===== config.mk =====
export PLATFORM = sky130hd
export DESIGN_NAME = mmio_timer
export DESIGN_NICKNAME = d
export VERILOG_FILES = /design/src/rtl/mmio_timer.sv
export SDC_FILE = /design/constraint.sdc
export NUM_CORES = 1
export LEC_CHECK = 0
export ABC_AREA = 1
export ABC_CLOCK_PERIOD_IN_PS = 3760
export BUFFER_PORTS_ARGS = -buffer_cell sky130_fd_sc_hd__clkbuf_2
export CAP_MARGIN = 10
export CORE_AREA = 2 2 123 125
export DETAILED_ROUTE_END_ITERATION = 8
export DIE_AREA = 0 0 125 127
export PLACE_DENSITY = 0.75
export SETUP_SLACK_MARGIN = 0.15
export SYNTH_ARGS = -nofsm -noshare
export SYNTH_HDL_FRONTEND = slang
export SYNTH_SLANG_ARGS = --single-unit
export TNS_END_PERCENT = 30

===== constraint.sdc =====
create_clock -name clk -period 3.76 [get_ports clk]
set_input_delay 0.752 -clock clk [delete_from_list [all_inputs] [get_ports clk]]
set_output_delay 0.752 -clock clk [all_outputs]
set_load 0.01 [all_outputs]

===== src/rtl/mmio_timer.sv =====
// mmio_timer: memory-mapped prescaled 32-bit timer with compare match,
// one-shot / auto-reload modes and a level interrupt. Registered read path
// with one cycle of latency (read-old on same-cycle writes).
module mmio_timer #(
   parameter int unsigned PRESCALE_W = 16,
   parameter logic [31:0] ID_VALUE   = 32'h4B54_4D52
) (
   input  logic        clk,
   input  logic        reset_n,
   input  logic        sel,
   input  logic [2:0]  address,
   input  logic [31:0] data,
   input  logic        wren,
   output logic [31:0] q,
   output logic        irq
);

   typedef enum logic [2:0] {
      OFF_CTRL     = 3'd0,
      OFF_PRESCALE = 3'd1,
      OFF_COMPARE  = 3'd2,
      OFF_COUNT    = 3'd3,
      OFF_STATUS   = 3'd4,
      OFF_ID       = 3'd5
   } reg_off_e;

   localparam logic [PRESCALE_W-1:0] PRE_ONE = 1;

   logic                  en, auto_rl, irq_en;
   logic                  en_n, auto_n, irq_en_n;
   logic [PRESCALE_W-1:0] prescale, prescale_n;
   logic [PRESCALE_W-1:0] pre_cnt, pre_cnt_n;
   logic [31:0]           compare, compare_n;
   logic [31:0]           count, count_n;
   logic                  match, match_n;
   logic                  overrun, overrun_n;
   logic [31:0]           rd_val;

   logic wr, wr_ctrl, wr_prescale, wr_compare, wr_count, wr_status;
   logic tick, hit, clr_match, clr_ovr;

   assign wr          = sel & wren;
   assign wr_ctrl     = wr && (address == OFF_CTRL);
   assign wr_prescale = wr && (address == OFF_PRESCALE);
   assign wr_compare  = wr && (address == OFF_COMPARE);
   assign wr_count    = wr && (address == OFF_COUNT);
   assign wr_status   = wr && (address == OFF_STATUS);

   assign tick      = en && (pre_cnt == prescale);
   assign hit       = tick && (count == compare);
   assign clr_match = wr_status & data[0];
   assign clr_ovr   = wr_status & data[1];

   // Next-state logic: bus writes take priority over timer-driven updates
   always_comb begin
      en_n     = en;
      auto_n   = auto_rl;
      irq_en_n = irq_en;
      if (hit && !auto_rl)
         en_n = 1'b0;
      if (wr_ctrl) begin
         en_n     = data[0];
         auto_n   = data[1];
         irq_en_n = data[2];
      end

      prescale_n = wr_prescale ? data[PRESCALE_W-1:0] : prescale;
      compare_n  = wr_compare  ? data : compare;

      pre_cnt_n = pre_cnt;
      if (en)
         pre_cnt_n = tick ? '0 : pre_cnt + PRE_ONE;
      if (wr_prescale || (wr_ctrl && data[0] && !en))
         pre_cnt_n = '0;

      count_n = count;
      if (tick)
         count_n = hit ? (auto_rl ? '0 : count) : count + 32'd1;
      if (wr_count)
         count_n = data;

      // A new match always sets MATCH; it only counts as an overrun if the
      // previous MATCH was still pending and not being cleared this edge.
      match_n   = hit | (match & ~clr_match);
      overrun_n = (overrun & ~clr_ovr) | (hit & match & ~clr_match);
   end

   // Read mux over pre-edge register values
   always_comb begin
      rd_val = '0;
      case (address)
         OFF_CTRL:     rd_val = {29'd0, irq_en, auto_rl, en};
         OFF_PRESCALE: rd_val = 32'(prescale);
         OFF_COMPARE:  rd_val = compare;
         OFF_COUNT:    rd_val = count;
         OFF_STATUS:   rd_val = {30'd0, overrun, match};
         OFF_ID:       rd_val = ID_VALUE;
         default:      rd_val = '0;
      endcase
   end

   // State, read data and interrupt registers
   always_ff @(posedge clk or negedge reset_n) begin
      if (!reset_n) begin
         en       <= 1'b0;
         auto_rl  <= 1'b0;
         irq_en   <= 1'b0;
         prescale <= '0;
         pre_cnt  <= '0;
         compare  <= '0;
         count    <= '0;
         match    <= 1'b0;
         overrun  <= 1'b0;
         q        <= '0;
         irq      <= 1'b0;
      end else begin
         en       <= en_n;
         auto_rl  <= auto_n;
         irq_en   <= irq_en_n;
         prescale <= prescale_n;
         pre_cnt  <= pre_cnt_n;
         compare  <= compare_n;
         count    <= count_n;
         match    <= match_n;
         overrun  <= overrun_n;
         q        <= sel ? rd_val : '0;
         irq      <= match_n & irq_en_n;
      end
   end

endmodule


Word-level counts from Yosys, hierarchy flattened
Cells that the tools add are included.
{ "word_totals": {"in_bits": 39, "reg_bits": 134, "wordCells": 63} }
{ "op_classes": {"eq_ne": 8, "bitwise": 12, "mux": 12, "addsub": 2, "reduce_logical": 18} }
{ "op_table": {"columns": ["operator", "count"], "rows": [
  ["32-bit case mux with 6 select lines", 1],
  ["32-bit 2-to-1 mux", 5],
  ["16-bit 2-to-1 mux", 3],
  ["32-bit by 1-bit adder with 32-bit output, second input constant", 1],
  ["32-bit equality test", 1],
  ["16-bit by 1-bit adder with 16-bit output, second input constant", 1],
  ["16-bit equality test", 1],
  ["1-bit logical AND", 10],
  ["1-bit bitwise AND", 8],
  ["3-bit by 2-bit equality test with 1-bit output, second input constant", 2],
  ["3-bit equality test, second input constant", 2],
  ["2-bit nonzero test", 3],
  ["3-bit by 1-bit equality test with 1-bit output, second input constant", 1],
  ["3-bit zero test", 1],
  ["1-bit 2-to-1 mux", 3],
  ["3-bit inequality test, second input constant", 1],
  ["1-bit zero test", 2],
  ["1-bit inverter", 2],
  ["1-bit OR", 2],
  ["2-bit AND reduction", 1],
  ["1-bit logical OR", 1]
]} }

Logic depth before layout (Yosys ltp)
Gate-level depths: netlist of run 1.
{ "logic_depth": {"depth_word": 7, "mapped_depth": 15, "mapped_depth_nobuf": 14} }

Least setup slack after synthesis of run 1
OpenSTA, ideal clock, no wires.
{ "synth_timing": {"kind": "input to register", "startpoint": "input address[2]", "endpoint": "register pre_cnt[6]", "arrival_ns": 1.896, "path_slack_ns": 1.739, "stages": 9, "setup_time_ns": 0.124, "n_path_buf": 2, "cell_sequence": "buf_2 inv_1 nand2_1 nor2_2 a31oi_2 nand2_2 buf_4 a31oi_1 nor3_1"} }
{ "synth_via": {"elab_chain_len": 6} }
{ "synth_rtl": {"columns": ["element", "line_no", "text"], "rows": [
  ["start: declaration", "11", "input logic [2:0] address,"],
  ["3-bit zero test", "43", "assign wr_ctrl = wr && (address == OFF_CTRL);"],
  ["1-bit logical AND", "43", null],
  ["1-bit logical AND (2 in series)", "73", "if (wr_prescale || (wr_ctrl && data[0] && !en))"],
  ["1-bit logical OR *", "73", null],
  ["16-bit 2-to-1 mux or 2-bit nonzero test (tied branches)", null, null],
  ["end signal: assignment", "121", "pre_cnt <= pre_cnt_n;"],
  ["end: declaration", "32", "logic [PRESCALE_W-1:0] pre_cnt, pre_cnt_n;"]
]} }
Mark *: on every way between the ends. The rest lies on a longest branch, timed or not.
A chain may end at the register's enable or synchronous reset.

Final worst setup path of run 1
{ "layout_timing": {"startpoint": "register count[23]", "endpoint": "register count[14]"} }
{ "layout_via": {"elab_chain_len": 5} }
{ "layout_rtl": {"columns": ["element", "line_no", "text"], "rows": [
  ["start: declaration", "34", "logic [31:0] count, count_n;"],
  ["start signal: assignment", "123", "count <= count_n;"],
  ["32-bit equality test *", "50", "assign hit = tick && (count == compare);"],
  ["1-bit logical AND *", "50", null],
  ["32-bit 2-to-1 mux", "78", "count_n = hit ? (auto_rl ? '0 : count) : count + 32'd1;"],
  ["32-bit 2-to-1 mux", "77", "if (tick)"],
  ["32-bit 2-to-1 mux", "79", "if (wr_count)"]
]} }
Mark *: on every way between the ends. The rest lies on a longest branch, timed or not. The select of a mux whose other input is x is not followed.

==> results.toml, run 1 <==
[run_status]
status = "complete, no violations"

[layout]
fin_nets = 1282
syn_to_final_growth_pct = 13.6
mostFrequentLayoutCell = "nand2_1"
final_cell_area_sq_um = 8990
final_cell_mix = "457 x nand2_1, 143 x nor2_1, 142 x inv_1"
antennaDiodeCount = 0
layout-drive-gt1-share_pct = 11.4
fill_cells = 1369

[synth]
synth_cell_types = 35
synth.area.mux_share_pct = 0.569
synth.area.top_cells = "dfrtp_1 42%, nand2_1 22%, nor2_1 6.8%, inv_1 6.7%, o21ai_0 3.3%"
synth_top_area_cell = "dfrtp_1"
synth-simple-area-share_pct = 34.5
synthesis.nets = 1221
synth_compound_gate_area_share_pct = 9.82
synth_top_area_share_pct = 42.4
synthXorXnorAreaFrac_pct = 2.55
synth.avg_cell_area_sq_um = 6.71
ys_seq_area_share_pct = 42.4
synthesis.area_sq_um = 7910
syn_inst = 1180
synth_top_family_by_area = "simple AND/OR/NAND/NOR gates"
synthAdderAreaFrac_pct = 0.316
synth_warnings = 0
synth-seq-cells = 134

[pwr]
p_per_area_nw_per_um2 = 481
peakVddDrop_v = 0.000271
p_leak_nw = 4.90

[floorplan]
dieArea_sq_um = 15900
core_area_sq_um = 14400
io_pins = 72
die_h_microns = 127
rows = 44
die_w_microns = 125
start_util_pct = 54.9

[critical_path]
crit_start = "count[23]"
crit_path_start_kind = "register"
path_max_fanout = 33
slowest_stage = "dfrtp_1"
critPathMostFrequentCell = "nand2_1"
critical_path_class = "reg -> reg"
reg2reg_slack_ns = 1.06
endpoint_kind = "register"
arrival_ns = 3.02
path_cells = "inv_1 -> nand2_1 -> nand2_1 -> nor2_1 -> nand2_1 -> nor2_1 -> nand2_1 -> nor2_2 -> nand3_2 -> nand2_2 -> buf_4 -> inv_2 -> nand2_1 -> nand2_1"
required_ns = 4.08
reg2reg_from = "count[23]"
max_stage_delay_ns = 0.53

[drt]
via_per_inst = 5.40
dr.pass1.iters = 5
wl_microns = 23000
drc = 0
num_vias = 7752
final_antenna_net_count = 0
first_iter_violations = 739
wl_per_cell_microns = 16.0

[timing]
setup_viol = 0
finalHoldViolCount = 0
finalMaxSlewViolations = 0
layout_min_cycle_time_ns = 2.70
period_share_pct = 71.8
rsz0062_at_grt = "false"
max_freq_mhz = 370
relSlewSlack_pct = 32.2
skew_ns = 0.0107
tightest_slew_ns = 1.01
layout_setup_ws_ns = 1.06
fin_setup_tns_ns = 0

[clock_tree]
cts_tree = "done"
hold_buffers = 0
root_buffer = "clkbuf_16"
htreeDepth = 4
numCtsBuffers = 17
cts_setup_buffers = 0
cts.reportedPaths.clkPinSlew_ns = 0.06
cts.sinks = 134
cts-resized-gates = 0
worstSkewPairLatency_ns = 0.43
cts_buffer_depth = 2

[grt]
grtUsageTotal_pct = 29.5
grt_overflow = 0
grt_pass1_wl_microns = 37000
grt_pass1_vias = 7096
antenna_found_initial = 0
grt_max_degree = 77

[placement]
port_buffers = 71
dp_hpwl_microns = 16600
postPlaceCellArea_sq_um = 8400
finalWeightedCongestion = 0.961
pre_cts_ws_ns = 0.888

[run]
max_cap_viol_count = 0

[worst_hold_path]
holdCritPathClass = "in -> async"
[layer usage]
layer | GRT usage (%) | vias up | routed length [microns]
met5 | 0 | - | 0
met4 | 9.48 | 0 | 507
met3 | 8.17 | 47 | 2050
met2 | 42.6 | 329 | 9810
met1 | 43.4 | 3599 | 10600
li1 | - | 3777 | -
[through the flow]
stage	std cells	hold WS (ns)	power [W]	util, %
floorplan	1180	0.456	0.00236	-
global placement	1406	0.500	0.00261	58.2
detailed placement	1406	0.509	0.00263	58.2
CTS	1435	0.388	0.00433	62.3
global route	1435	0.413	0.00454	62.3
finish	1435	0.358	0.00433	62.3
[worst max-delay path: cells and delay by family (launching register included)]
family                 cells  cell delay (ns)
buffers and inverters      3             0.84
flip-flops                 1             0.53
AND/OR/NAND/NOR           11             1.21
[flip-flops by register name, summed over array words and instances, names as in the netlist]
register / flops
q: 32
auto_rl: 1
overrun: 1
prescale: 16
count: 32
irq_en: 1
en: 1
compare: 32
pre_cnt: 16
match: 1
irq: 1
[Yosys cell counts (all sizes together)]
| library cell | count |
|---|---|
| a21oi | 40 |
| a221oi | 1 |
| a22oi | 13 |
| a31oi | 3 |
| a32oi | 1 |
| a41oi | 1 |
| and2 | 1 |
| and3 | 1 |
| buf | 24 |
| clkbuf | 17 |
| clkinv | 1 |
| dfrtp | 134 |
| ha | 2 |
| inv | 154 |
| mux2 | 4 |
| nand2 | 461 |
| nand3 | 45 |
| nand4 | 5 |
| nor2 | 149 |
| nor3 | 23 |
| o211ai | 1 |
| o21ai | 54 |
| o221ai | 5 |
| o22ai | 17 |
| xor2 | 23 |
[power breakdown]
part | internal [W] | switching (W) | total, W
registers | 0.00163 | 0.000180 | 0.00181
clock network | 0.00106 | 0.000633 | 0.00169
logic | 0.000288 | 0.000529 | 0.000817
[cell type report]
| cell class | count | area, sq um | area share [%] |
|---|---|---|---|
| timing repair buffer | 83 | 452 | 5.03 |
| clock buffer | 20 | 457 | 5.08 |
| multi-input combinational | 850 | 3780 | 42.1 |
| tap | 184 | 230 | 2.56 |
| inverter | 155 | 582 | 6.47 |
| sequential | 134 | 3350 | 37.3 |
| clock inverter | 9 | 129 | 1.43 |
[logic make-up (layout without fill, tap and decap cells)]
| kind of cell | count (synthesis) | count (layout) |
|---|---|---|
| adder cells (fa/ha/maj) | 2 | 2 |
| buffers and inverters | 196 | 267 |
| XOR/XNOR | 23 | 23 |
| multiplexers | 4 | 4 |
| flip-flops | 134 | 134 |
| AO/OA/AOI/OAI | 136 | 136 |
| AND/OR/NAND/NOR | 685 | 685 |
[final timing paths]
kind / to / cells after the start
max: count[14] / 14
max reg2reg: count[14] / 14
max in group asynchronous: prescale[15] / 2
min reg2reg: compare[1] / 2
min in group clk: compare[1] / 2
min: prescale[0] / 1
Power figures use the tool's default switching activity.
==> run 2, diff against run 1 <==
- ABC_CLOCK_PERIOD_IN_PS: 3760 -> 2810
- clock period: 3.76 -> 2.81 ns (I/O delays scaled with it)
==> run 2 against run 1 <==
Compared with the run above:
- non-clock buffer count is 8 higher
- cell count rose by 0.77%
- fmax grew 12%
- routed wire length rose by 0.52%
- count of clock-buffer cells in the layout fell by 1
- final area is 1.6% higher
- sequential power rose by 34%
- via count is 0.84% higher
- global-route usage grew 0.57 points
- worst setup slack worse by 0.67 ns
- largest power group is now clock
==> results.toml, run 2 (synthesis results as in run 1) <==
[clock_tree]
cts.sinks = 134
cts_tree = "done"
root_buffer = "clkbuf_16"
hold_buffers = 0
numCtsBuffers = 17
htreeDepth = 4
worstSkewPairLatency_ns = 0.43
cts.reportedPaths.clkPinSlew_ns = 0.06
cts-resized-gates = 0
cts_setup_buffers = 0
cts_buffer_depth = 2

[floorplan]
io_pins = 72
dieArea_sq_um = 15900
die_h_microns = 127
rows = 44
core_area_sq_um = 14400
die_w_microns = 125
start_util_pct = 54.9

[run_status]
status = "complete, no violations"

[worst_hold_path]
holdCritPathClass = "in -> async"

[timing]
layout_setup_ws_ns = 0.389
max_freq_mhz = 413
finalMaxSlewViolations = 0
period_share_pct = 86.1
layout_min_cycle_time_ns = 2.42
fin_setup_tns_ns = 0
rsz0062_at_grt = "false"
tightest_slew_ns = 0.687
finalHoldViolCount = 0
skew_ns = 0.0113
setup_viol = 0
relSlewSlack_pct = 54.1

[critical_path]
arrival_ns = 2.74
path_cells = "inv_1 -> nand2_1 -> nand2_1 -> nor2_1 -> nand2_1 -> nor2_1 -> nand2_1 -> nor2_2 -> nand2_1 -> buf_4 -> nand3_1 -> nand2_1 -> nand2_1 -> nand2_1"
regToRegEndpoint = "count[9]"
critPathMostFrequentCell = "nand2_1"
required_ns = 3.13
reg2reg_slack_ns = 0.39
crit_path_start_kind = "register"
endpoint_kind = "register"
path_delay_family = "simple AND/OR/NAND/NOR gates"
critical_path_class = "reg -> reg"
crit_buf_inv = 2
reg2reg_from = "count[29]"
path_max_fanout = 14
rr_worst_depth = 14
max_stage_delay_ns = 0.45
slowest_stage = "dfrtp_1"

[grt]
grt_overflow = 0
antenna_found_initial = 0
grt_pass1_vias = 7276
grt_pass1_wl_microns = 37800
grt_max_degree = 61
grtUsageTotal_pct = 30.1

[drt]
num_vias = 7817
via_per_inst = 5.41
dr.pass1.iters = 7
wl_microns = 23100
first_iter_violations = 699
final_antenna_net_count = 0
drc = 0
wl_per_cell_microns = 16.0

[layout]
multi_input_area_sq_um = 3780
antennaDiodeCount = 0
layout-drive-gt1-share_pct = 12.2
fin_util_pct = 63.3
final_cell_mix = "457 x nand2_1, 143 x nor2_1, 142 x inv_1"
fill_cells = 1344
largestRegisters = "compare x32, count x32, q x32"
register_area_sq_um = 3350
mostFrequentLayoutCell = "nand2_1"
fin_nets = 1290
syn_to_final_growth_pct = 15.4

[pwr]
p_per_area_nw_per_um2 = 659
peakVddDrop_v = 0.000422
p_leak_nw = 4.98

[placement]
finalWeightedCongestion = 0.970
pre_cts_ws_ns = 0.484
port_buffers = 71
dp_hpwl_microns = 16700

[run]
max_cap_viol_count = 0
==> run 2: worst max-delay path by stage <==
stage,from,slack (ns),to,cells after the start
after floorplan,address[2],0.98,pre_cnt[6],9
after global placement,count[23],0.51,count[9],14
after detailed placement,count[29],0.48,count[0],14
after CTS,count[29],0.47,count[0],14
after global routing,count[23],0.20,count[1],14
final,count[29],0.39,count[9],14
==> run 2: final cells by class <==
| class | instances | area share (%) |
|---|---|---|
| multi-input combinational | 850 | 41.4 |
| sequential | 134 | 36.7 |
| inverter | 155 | 6.37 |
| timing repair buffer | 91 | 5.88 |
| clock buffer | 19 | 4.85 |
| tap | 184 | 2.52 |
| clock inverter | 13 | 2.22 |
==> run 2: metrics by stage <==
stage	power (W)	hold slack (ns)	instance area (sq um)	std cells
3_5_place_dp	0.00355	0.521	8490	1414
3_3_place_gp	0.00353	0.508	8490	1414
5_1_grt	0.00631	0.143	9130	1446
4_1_cts	0.00602	0.118	9130	1446
6_report	0.00602	0.103	9130	1446
2_1_floorplan	0.00315	0.266	7910	1180
==> run 2: routing by layer <==
layer  part of all wire (%)  global-route usage (%)  wire length, microns
met2                     42                    43.0                  9780
met4                    3.1                    13.0                   723
met1                     47                    44.7                 10800
met3                    7.9                    5.82                  1840
met5                      0                       0                     0
==> run 2: power by group <==
group	total (W)	leakage [nW]	switching [W]	internal, W
combinational	0.00112	2.96	0.000725	0.000399
clock	0.00247	0.313	0.000877	0.00159
sequential	0.00243	1.70	0.000240	0.00219
